$ cat config.mk
export PLATFORM = sky130hd
export DESIGN_NAME = msx_key_matrix_ctrl_flat
export DESIGN_NICKNAME = d
export VERILOG_FILES = /design/src/rtl/msx_key_matrix_ctrl_if.sv /design/src/rtl/msx_key_matrix_ctrl.sv /design/src/flat_wrapper.sv
export SDC_FILE = /design/constraint.sdc
export NUM_CORES = 1
export LEC_CHECK = 0
export CORE_UTILIZATION = 54
export DETAILED_ROUTE_END_ITERATION = 8
export PLACE_DENSITY = 0.85
export RECOVER_POWER = 25
export SETUP_SLACK_MARGIN = 0.5
export SLEW_MARGIN = 20
export SYNTH_ARGS = -nofsm -noshare
export SYNTH_HDL_FRONTEND = slang
export SYNTH_SLANG_ARGS = --single-unit
$ cat constraint.sdc
create_clock -name clk -period 3.59 [get_ports clk]
set_clock_uncertainty 0.05 [all_clocks]
set_input_delay 0.5385 -clock clk [delete_from_list [all_inputs] [get_ports clk]]
set_output_delay 0.5385 -clock clk [all_outputs]
set_load 0.1 [all_outputs]
$ cat src/rtl/msx_key_matrix_ctrl_if.sv
// Signal bundle between the MSX key-matrix controller, the scancode translator
// and the PPI port-B read path.
interface msx_key_matrix_ctrl_if;
    // rx_valid is a one-cycle strobe with no ready: every byte presented with
    // rx_valid high is consumed on that clock edge, one byte per clock at most.
    logic       rx_valid;
    logic [7:0] rx_data;
    logic [7:0] map_code;
    logic       map_e0;
    logic [6:0] map_key;
    logic [3:0] row_sel;
    logic [7:0] row_data;
    logic       key_event;

    modport slave (
        input  rx_valid, rx_data, map_key, row_sel,
        output map_code, map_e0, row_data, key_event
    );

    modport master (
        output rx_valid, rx_data, map_key, row_sel,
        input  map_code, map_e0, row_data, key_event
    );
endinterface

$ cat src/rtl/msx_key_matrix_ctrl.sv
// PS/2 byte-stream parser feeding an external scancode translator, plus the
// active-low MSX keyboard matrix it updates and the registered row read path.
module msx_key_matrix_ctrl #(
    parameter int NUM_ROWS         = 11,
    parameter int E1_SKIP          = 7,
    parameter bit CLEAR_ON_OVERRUN = 1'b1
) (
    input  logic                  clk,
    input  logic                  reset,
    msx_key_matrix_ctrl_if.slave  bus,
    output logic [2:0]            dbg_state
);
    typedef enum logic [2:0] {S_IDLE, S_EXT, S_BRK, S_EXT_BRK, S_SKIP} state_t;

    state_t     state, state_n;
    logic [7:0] skip_cnt, skip_cnt_n;
    logic       issue, issue_make, issue_e0, clear_all;

    logic [7:0] code_q;
    logic       e0_q, s2_make, s2_valid, clr_pend;
    logic       apply_v, apply_make;
    logic [6:0] apply_key;

    logic [7:0] mtx   [NUM_ROWS];
    logic [7:0] mtx_n [NUM_ROWS];
    logic       event_n, key_event_q;
    logic [7:0] rd_n, row_data_q;

    always_comb begin
        state_n    = state;
        skip_cnt_n = skip_cnt;
        issue      = 1'b0;
        issue_make = 1'b1;
        issue_e0   = 1'b0;
        clear_all  = 1'b0;
        if (bus.rx_valid) begin
            unique case (state)
                S_IDLE: begin
                    case (bus.rx_data)
                        8'hE0: state_n = S_EXT;
                        8'hF0: state_n = S_BRK;
                        8'hE1: begin
                            state_n    = (E1_SKIP == 0) ? S_IDLE : S_SKIP;
                            skip_cnt_n = 8'(E1_SKIP);
                        end
                        8'hAA, 8'hFA, 8'hEE, 8'hFE: ;
                        8'h00, 8'hFF: clear_all = CLEAR_ON_OVERRUN;
                        default: issue = 1'b1;
                    endcase
                end
                S_EXT: begin
                    state_n = S_IDLE;
                    // E0 12 / E0 59 are the fake shifts wrapped around extended keys
                    if (bus.rx_data == 8'hF0) begin
                        state_n = S_EXT_BRK;
                    end else if (bus.rx_data != 8'h12 && bus.rx_data != 8'h59) begin
                        issue    = 1'b1;
                        issue_e0 = 1'b1;
                    end
                end
                S_BRK: begin
                    state_n    = S_IDLE;
                    issue      = 1'b1;
                    issue_make = 1'b0;
                end
                S_EXT_BRK: begin
                    state_n = S_IDLE;
                    if (bus.rx_data != 8'h12 && bus.rx_data != 8'h59) begin
                        issue      = 1'b1;
                        issue_make = 1'b0;
                        issue_e0   = 1'b1;
                    end
                end
                S_SKIP: begin
                    skip_cnt_n = skip_cnt - 8'd1;
                    if (skip_cnt <= 8'd1) state_n = S_IDLE;
                end
                default: state_n = S_IDLE;
            endcase
        end
    end

    always_ff @(posedge clk or posedge reset) begin
        if (reset) begin
            state      <= S_IDLE;
            skip_cnt   <= '0;
            code_q     <= '0;
            e0_q       <= 1'b0;
            s2_make    <= 1'b0;
            s2_valid   <= 1'b0;
            clr_pend   <= 1'b0;
            apply_v    <= 1'b0;
            apply_make <= 1'b0;
            apply_key  <= '0;
        end else begin
            state    <= state_n;
            skip_cnt <= skip_cnt_n;
            s2_valid <= issue;
            clr_pend <= clear_all;
            if (issue) begin
                code_q  <= bus.rx_data;
                e0_q    <= issue_e0;
                s2_make <= issue_make;
            end
            // translator result is captured one cycle after the code is presented
            apply_v <= s2_valid;
            if (s2_valid) begin
                apply_key  <= bus.map_key;
                apply_make <= s2_make;
            end
        end
    end

    // clear first, then a same-cycle key update overrides it
    always_comb begin
        event_n = 1'b0;
        for (int r = 0; r < NUM_ROWS; r++) begin
            mtx_n[r] = clr_pend ? 8'hFF : mtx[r];
        end
        for (int r = 0; r < NUM_ROWS; r++) begin
            if (apply_v && apply_key[6:3] == 4'(r)) begin
                mtx_n[r][apply_key[2:0]] = ~apply_make;
                event_n = (mtx[r][apply_key[2:0]] != ~apply_make);
            end
        end
    end

    always_comb begin
        rd_n = 8'hFF;
        for (int r = 0; r < NUM_ROWS; r++) begin
            if (bus.row_sel == 4'(r)) rd_n = mtx[r];
        end
    end

    always_ff @(posedge clk or posedge reset) begin
        if (reset) begin
            for (int r = 0; r < NUM_ROWS; r++) mtx[r] <= 8'hFF;
            key_event_q <= 1'b0;
            row_data_q  <= 8'hFF;
        end else begin
            for (int r = 0; r < NUM_ROWS; r++) mtx[r] <= mtx_n[r];
            key_event_q <= event_n;
            row_data_q  <= rd_n;
        end
    end

    assign bus.map_code  = code_q;
    assign bus.map_e0    = e0_q;
    assign bus.key_event = key_event_q;
    assign bus.row_data  = row_data_q;
    assign dbg_state     = state;
endmodule

$ cat src/flat_wrapper.sv
// flat-port wrapper written by rule: the top's interface ports become plain ports
module msx_key_matrix_ctrl_flat 
#(
    parameter int NUM_ROWS         = 11,
    parameter int E1_SKIP          = 7,
    parameter bit CLEAR_ON_OVERRUN = 1'b1
)
  (clk, reset, dbg_state, bus_rx_valid, bus_rx_data, bus_map_key, bus_row_sel, bus_map_code, bus_map_e0, bus_row_data, bus_key_event);
  msx_key_matrix_ctrl_if bus_i ();
  input  logic clk;
  input  logic reset;
  output logic [2:0] dbg_state;
  input wire logic [$bits(bus_i.rx_valid)-1:0] bus_rx_valid;
  input wire logic [$bits(bus_i.rx_data)-1:0] bus_rx_data;
  input wire logic [$bits(bus_i.map_key)-1:0] bus_map_key;
  input wire logic [$bits(bus_i.row_sel)-1:0] bus_row_sel;
  output wire logic [$bits(bus_i.map_code)-1:0] bus_map_code;
  output wire logic [$bits(bus_i.map_e0)-1:0] bus_map_e0;
  output wire logic [$bits(bus_i.row_data)-1:0] bus_row_data;
  output wire logic [$bits(bus_i.key_event)-1:0] bus_key_event;
  assign bus_i.rx_valid = bus_rx_valid;
  assign bus_i.rx_data = bus_rx_data;
  assign bus_i.map_key = bus_map_key;
  assign bus_i.row_sel = bus_row_sel;
  assign bus_map_code = bus_i.map_code;
  assign bus_map_e0 = bus_i.map_e0;
  assign bus_row_data = bus_i.row_data;
  assign bus_key_event = bus_i.key_event;
  msx_key_matrix_ctrl #(.NUM_ROWS(NUM_ROWS), .E1_SKIP(E1_SKIP), .CLEAR_ON_OVERRUN(CLEAR_ON_OVERRUN)) u_core (.clk(clk), .reset(reset), .bus(bus_i), .dbg_state(dbg_state));
endmodule
==> flow_metrics.env, run 1 <==
export IMPL_outcome="finished, final reports clean"
export IMPL_crit_fanout=24
export IMPL_crit_path_start="u_core.apply_key[2]"
export IMPL_yosys_warnings=0
export IMPL_final_cell_mix="105 x nor2_1, 96 x dfstp_2, 90 x a21oi_1"
export IMPL_via_per_inst=6.514
export IMPL_maxCapViolCount=0
export IMPL_floorplan_die_width_um=118.3
export IMPL_rr_worst_depth=6
export IMPL_path_class="reg -> reg"
export IMPL_start_util_pct=55.37
export IMPL_cts_hold_buf=0
export IMPL_synthAdderAreaFrac_pct=0.3426
export IMPL_p_per_area_nw_per_um2=920.1
export IMPL_synth_net_count=768
export IMPL_hp_class="reg -> reg"
export IMPL_multi_input_area_um2=3654
export IMPL_dp_hpwl_um=13260
export IMPL_port_buffers=42
export IMPL_tritoncts="built"
export IMPL_grt_max_degree=57
export IMPL_max_vdd_ir_drop_uv=662.4
export IMPL_avgSynthCellArea_um2=9.816
export IMPL_r2r_start="u_core.apply_key[2]"
export IMPL_rrSetupSlack_ns=0.78
export IMPL_ant_nets=0
export IMPL_root_buffer="clkbuf_16"
export IMPL_yosysSeqAreaShare_pct=45.85
export IMPL_slew_viol_final=0
export IMPL_final_seq_area_um2=3349
export IMPL_h_tree_depth=4
export IMPL_setup_tns_ns=0
export IMPL_synth_cell_types=58
export IMPL_totalWireLength_um=19580
export IMPL_synth_cells=744
export IMPL_syn_area_um2=7303
export IMPL_ys_ff_latch=129
export IMPL_coreArea_um2=13190
export IMPL_insertedDiodeCount=0
export IMPL_vias=6221
export IMPL_n_fill_cell=990
export IMPL_die_y_um=118.3
export IMPL_grt_pass1_vias=6158
export IMPL_wire_per_inst_um=20.50
export IMPL_antenna_found_initial=0
export IMPL_drtPass1Iterations=5
export IMPL_gp_congestion=0.9375
export IMPL_rsz0062_at_grt="false"
export IMPL_numClockSinks=129
export IMPL_async_flop_share_pct=100.0
export IMPL_finalHoldViolCount=0
export IMPL_synth_compound_area_share_pct=14.75
export IMPL_cts_buffers=17
export IMPL_drtIter0Drc=617
export IMPL_grtUsageTotal_pct=29.64
export IMPL_setup_viol=0
export IMPL_final_nets=790
export IMPL_synth_edf_count=0
export IMPL_power_total_w=0.007726
export IMPL_drive_gt1_share_pct=25.93
export IMPL_drc=0
export IMPL_ctsResizeCount=0
export IMPL_grt_remaining_overflow=0
export IMPL_rows=42
export IMPL_synth_xor_area_share_pct=1.679
export IMPL_synth_top_family_by_area="simple AND/OR/NAND/NOR gates"
export IMPL_post_cts_setup_buffers=0
export IMPL_critPathCaptureType="flop"
export IMPL_fin_crit_ns=2.808
export IMPL_worstPathRequired_ns=3.80
export IMPL_cp_endpoint="u_core.bus.key_event"
export IMPL_synth_ff_type="dfstp_2"
export IMPL_r2r_end="u_core.bus.key_event"
export IMPL_grt_pass1_wl_um=31970
export IMPL_leakagePower_nw=3.154
export IMPL_clock_path_buffers=2
export IMPL_dieArea_um2=13990
export IMPL_clk_insertion_delay_late_ns=0.43
export IMPL_cts_clk_slew_worst_paths_ns=0.06
export IMPL_fmax_ghz=0.3561
export IMPL_worst_setup_path_start_kind="flop"
export IMPL_slew_headroom_pct=10.57
export IMPL_worst_slew_pin_slew_ns=1.342
export IMPL_area_growth_pct=14.97
export IMPL_final_util_pct=63.66
export IMPL_boundaryPins=43
export IMPL_post_route_period_util_pct=78.22
export IMPL_arrival_ns=3.01
export IMPL_yosys_mux_area_fraction_pct=14.72
export IMPL_layout_commonest_cell="nor2_1"
export IMPL_synth_simple_area_share_pct=18.54
-- worst min path at each step --
stage | from | end | slack [ns] | cells after the start
after detailed placement | u_core.bus.map_code[1] | u_core.bus.map_code[1] | 0.43 | 1
after global placement | u_core.bus.map_code[5] | u_core.bus.map_code[5] | 0.43 | 1
after CTS | u_core.bus.map_code[1] | u_core.bus.map_code[1] | 0.45 | 1
after floorplan | u_core.s2_valid | u_core.apply_v | 0.33 | 0
final | u_core.bus.map_code[1] | u_core.bus.map_code[1] | 0.44 | 1
after global routing | u_core.bus.map_code[3] | u_core.bus.map_code[3] | 0.46 | 1
-- per-stage QoR --
step / cells / setup slack (ns) / cell area, um^2 / hold WS [ns]
finish: 955 / 0.7820 / 8397 / 0.4448
global route: 955 / 0.5144 / 8397 / 0.4604
CTS: 955 / 0.8718 / 8419 / 0.4520
detailed placement: 923 / 0.5341 / 7819 / 0.4345
global placement: 923 / 0.6845 / 7819 / 0.4265
floorplan: 744 / 1.032 / 7307 / 0.3302
-- cell families (layout without fill, tap and decap cells) --
family	count (synthesis)	after routing
buf+inv	67	102
mux	75	75
fa+ha+maj	2	2
compound gates	176	176
simple gates	281	281
flops	129	129
xor+xnor	14	14
-- routing by layer --
layer	GRT usage, %	vias to the layer above	part of all wire, %
li1	-	2759	-
met3	6.467	74	9.3
met2	46.80	351	48
met4	19.63	0	5.0
met5	0	-	0
met1	36.70	3037	38
-- report_power, final --
part | switching (W) | internal, W | total [W] | leakage [nW]
registers | 0.000633 | 0.00230 | 0.00293 | 1.41
logic | 0.00185 | 0.00119 | 0.00304 | 1.46
clock network | 0.000667 | 0.00108 | 0.00175 | 0.290
-- flip-flops by register name, summed over array words and instances, names as in the netlist --
| signal | count |
|---|---|
| u_core.mtx | 88 |
| u_core.apply_make | 1 |
| u_core.bus.row_data | 8 |
| u_core.bus.key_event | 1 |
| u_core.s2_make | 1 |
| u_core.s2_valid | 1 |
| u_core.bus.map_code | 8 |
| u_core.apply_key | 7 |
| u_core.clr_pend | 1 |
| u_core.dbg_state | 3 |
| u_core.skip_cnt | 8 |
| u_core.apply_v | 1 |
| u_core.bus.map_e0 | 1 |
-- critical path, cell delays in order (launching register included) --
cell	delay, ns
dfrtp_1	1.00
nor2_1	0.31
a221oi_1	0.51
mux2i_1	0.28
a41oi_2	0.14
o21ai_2	0.14
o2111ai_1	0.18
-- cell usage after synthesis, types with 4 or more instances --
| cell | n | area, um^2 |
|---|---|---|
| nor2b_1 | 12 | 75.07 |
| o21ai_0 | 28 | 140.1 |
| mux2_1 | 11 | 123.9 |
| nand2_1 | 37 | 138.9 |
| o221ai_1 | 6 | 52.55 |
| nand3_1 | 12 | 60.06 |
| o31ai_1 | 5 | 37.54 |
| buf_6 | 4 | 45.04 |
| xnor2_1 | 11 | 96.34 |
| a221oi_1 | 7 | 61.31 |
| inv_1 | 11 | 41.29 |
| clkbuf_1 | 38 | 142.6 |
| mux2_2 | 20 | 225.2 |
| nand3b_1 | 4 | 30.03 |
| o211ai_1 | 5 | 37.54 |
| nand2b_1 | 6 | 37.54 |
| mux4_2 | 22 | 495.5 |
| o22ai_1 | 11 | 68.82 |
| a21oi_1 | 90 | 450.4 |
| nor3_1 | 82 | 410.4 |
| mux2i_1 | 20 | 200.2 |
| buf_2 | 7 | 35.03 |
| dfrtp_1 | 33 | 825.8 |
| dfstp_2 | 96 | 2522 |
| nor2_1 | 105 | 394.1 |
-- area by class of cell --
class | count | area share, %
timing repair buffer | 56 | 6.184
tap | 176 | 2.623
inverter | 14 | 0.6407
multi-input combinational | 548 | 43.51
sequential | 129 | 39.89
clock inverter | 11 | 1.550
clock buffer | 21 | 5.603
Power figures use the tool's default switching activity.
==> run 2: changes to the inputs <==
--- a/config.mk
+++ b/config.mk
@@ -5,9 +5,9 @@
 export SDC_FILE = /design/constraint.sdc
 export NUM_CORES = 1
 export LEC_CHECK = 0
-export CORE_UTILIZATION = 54
+export CORE_UTILIZATION = 55
 export DETAILED_ROUTE_END_ITERATION = 8
-export PLACE_DENSITY = 0.85
+export PLACE_DENSITY = 0.84
 export RECOVER_POWER = 25
 export SETUP_SLACK_MARGIN = 0.5
 export SLEW_MARGIN = 20
==> constraint.sdc (replaced) <==
create_clock -name clk -period 2.8 [get_ports clk]
set_clock_uncertainty 0.05 [all_clocks]
set_input_delay 0.42 -clock clk [delete_from_list [all_inputs] [get_ports clk]]
set_output_delay 0.42 -clock clk [all_outputs]
set_load 0.1 [all_outputs]
==> flow_metrics.env, run 2 (synthesis results as in run 1) <==
export IMPL_routed_top_layer="met4"
export IMPL_area_growth_pct=18.11
export IMPL_boundaryPins=43
export IMPL_grt_remaining_overflow=0
export IMPL_finalHoldViolCount=0
export IMPL_final_nets=813
export IMPL_fmax_ghz=0.4457
export IMPL_via_per_inst=6.532
export IMPL_rr_worst_depth=5
export IMPL_drtIter0Drc=686
export IMPL_arrival_ns=2.55
export IMPL_grtUsageTotal_pct=32.68
export IMPL_drc=0
export IMPL_max_vdd_ir_drop_uv=938.4
export IMPL_slew_viol_final=0
export IMPL_hold_start="bus_rx_data[5]"
export IMPL_setup_tns_ns=0
export IMPL_crit_family="simple AND/OR/NAND/NOR gates"
export IMPL_netSwitchingPower_w=0.004145
export IMPL_start_util_pct=57.18
export IMPL_final_cell_count_no_fill=974
export IMPL_r2r_start="u_core.apply_key[0]"
export IMPL_floorplan_die_width_um=117.2
export IMPL_drive_gt1_share_pct=32.29
export IMPL_rows=41
export IMPL_m1WireLength_um=8180
export IMPL_port_buffers=42
export IMPL_setup_ws_ns=0.5563
export IMPL_hp_class="in -> reg"
export IMPL_grt_pass1_vias=6299
export IMPL_cp_slowest_stage_delay_ns=0.58
export IMPL_cts_clk_slew_worst_paths_ns=0.06
export IMPL_worstPathRequired_ns=3.10
export IMPL_critPathCaptureType="flop"
export IMPL_root_buffer="clkbuf_16"
export IMPL_routed_wl_met3_um=1985
export IMPL_gp_congestion=0.9469
export IMPL_leakagePower_nw=3.357
export IMPL_cp_num_buf_inv=0
export IMPL_final_area_um2=8626
export IMPL_largest_reg_flops=88
export IMPL_wire_per_inst_um=21.44
export IMPL_die_y_um=117.2
export IMPL_worst_slew_pin_slew_ns=0.9618
export IMPL_grt_max_degree=130
export IMPL_cts_hold_buf=0
export IMPL_slew_headroom_pct=35.88
export IMPL_dpl_cell_count=932
export IMPL_cp_endpoint="u_core.mtx[41]"
export IMPL_place_area_um2=7870
export IMPL_r2r_end="u_core.mtx[41]"
export IMPL_path_class="reg -> reg"
export IMPL_place_ws_ns=0.06342
export IMPL_crit_fanout=13
export IMPL_insertedDiodeCount=0
export IMPL_crit_path_start="u_core.apply_key[0]"
export IMPL_clock_path_buffers=2
export IMPL_final_cell_mix="105 x nor2_1, 96 x dfstp_2, 90 x a21oi_1"
export IMPL_p_comb_share_pct=41.5
export IMPL_clkPwrFrac_pct=21.5
export IMPL_seqPwrFrac_pct=37.0
export IMPL_dp_hpwl_um=13430
export IMPL_grt_pass1_wl_um=33090
export IMPL_post_route_period_util_pct=80.13
export IMPL_drtPass1Iterations=7
export IMPL_tritoncts="built"
export IMPL_layout_commonest_cell="nor2_1"
export IMPL_antenna_found_initial=0
export IMPL_worst_setup_path_start_kind="flop"
export IMPL_h_tree_depth=4
export IMPL_rsz0062_at_grt="false"
export IMPL_maxCapViolCount=0
export IMPL_setup_viol=0
export IMPL_dieArea_um2=13740
export IMPL_outcome="finished, final reports clean"
export IMPL_intPower_w=0.006046
export IMPL_path_cells="nor2b_1 > nand2_1 > nor2_1 > nor3_1 > a21oi_1"
export IMPL_wl_met2_um=9949
export IMPL_p_sw_share_pct=40.67
export IMPL_totalWireLength_um=20880
export IMPL_holdWs_ns=0.3099
export IMPL_p_per_area_nw_per_um2=1182
export IMPL_ant_nets=0
export IMPL_cts_buffers=17
export IMPL_coreArea_um2=12770
export IMPL_slowest_stage="dfrtp_2"
export IMPL_top_register="u_core.mtx"
export IMPL_fin_crit_ns=2.244
export IMPL_vias=6362
export IMPL_rrSetupSlack_ns=0.56
export IMPL_numClockSinks=129
export IMPL_cp_depth=5
export IMPL_clk_insertion_delay_late_ns=0.43
run 2: routing by layer:
metal	vias to the layer above	track usage, %
met5	-	0
met4	0	16.71
met3	78	8.342
met2	388	52.51
met1	3090	40.97
li1	2806	-
run 2: final cells by class:
type | instances | area (um^2)
Timing Repair Buffer | 79 | 709.4
Tap cell | 172 | 215.2
Sequential cell | 129 | 3361
Clock buffer | 24 | 481.7
Clock inverter | 8 | 105.1
Inverter | 14 | 53.80
Fill cell | 938 | 4148
Multi-Input combinational cell | 548 | 3700
run 2: per-stage QoR:
step	total power [W]	util, %
2_1_floorplan	0.006528	-
3_3_place_gp	0.007533	61.61
3_5_place_dp	0.007682	61.61
4_1_cts	0.009965	66.62
5_1_grt	0.01060	67.53
6_report	0.01019	67.53
run 2: timing repair:
action / CTS / global route
pin swaps: 1 / 5
buffers inserted: 1 / 8
cloned: 1 / 0
setup endpoints to repair: 4 / 19
resized for setup: 4 / 16
run 2: how the worst min path moves through the flow:
stage / slack [ns] / endpoint / cells past startpoint
2_1_floorplan: 0.33 / u_core.apply_v / 0
3_3_place_gp: 0.42 / u_core.apply_make / 2
3_5_place_dp: 0.44 / u_core.bus.map_code[3] / 1
4_1_cts: 0.45 / u_core.bus.map_code[4] / 1
5_1_grt: 0.35 / u_core.bus.map_code[7] / 2
6_report: 0.31 / u_core.bus.map_code[5] / 2
run 2: power by group through the flow:
stage          Clock, W  Combinational [W]  Sequential, W
3_3_place_gp          0            0.00387        0.00367
4_1_cts         0.00220            0.00405        0.00371
3_5_place_dp          0            0.00397        0.00372
5_1_grt         0.00229            0.00447        0.00383
6_report        0.00219            0.00423        0.00377
2_1_floorplan         0            0.00249        0.00403
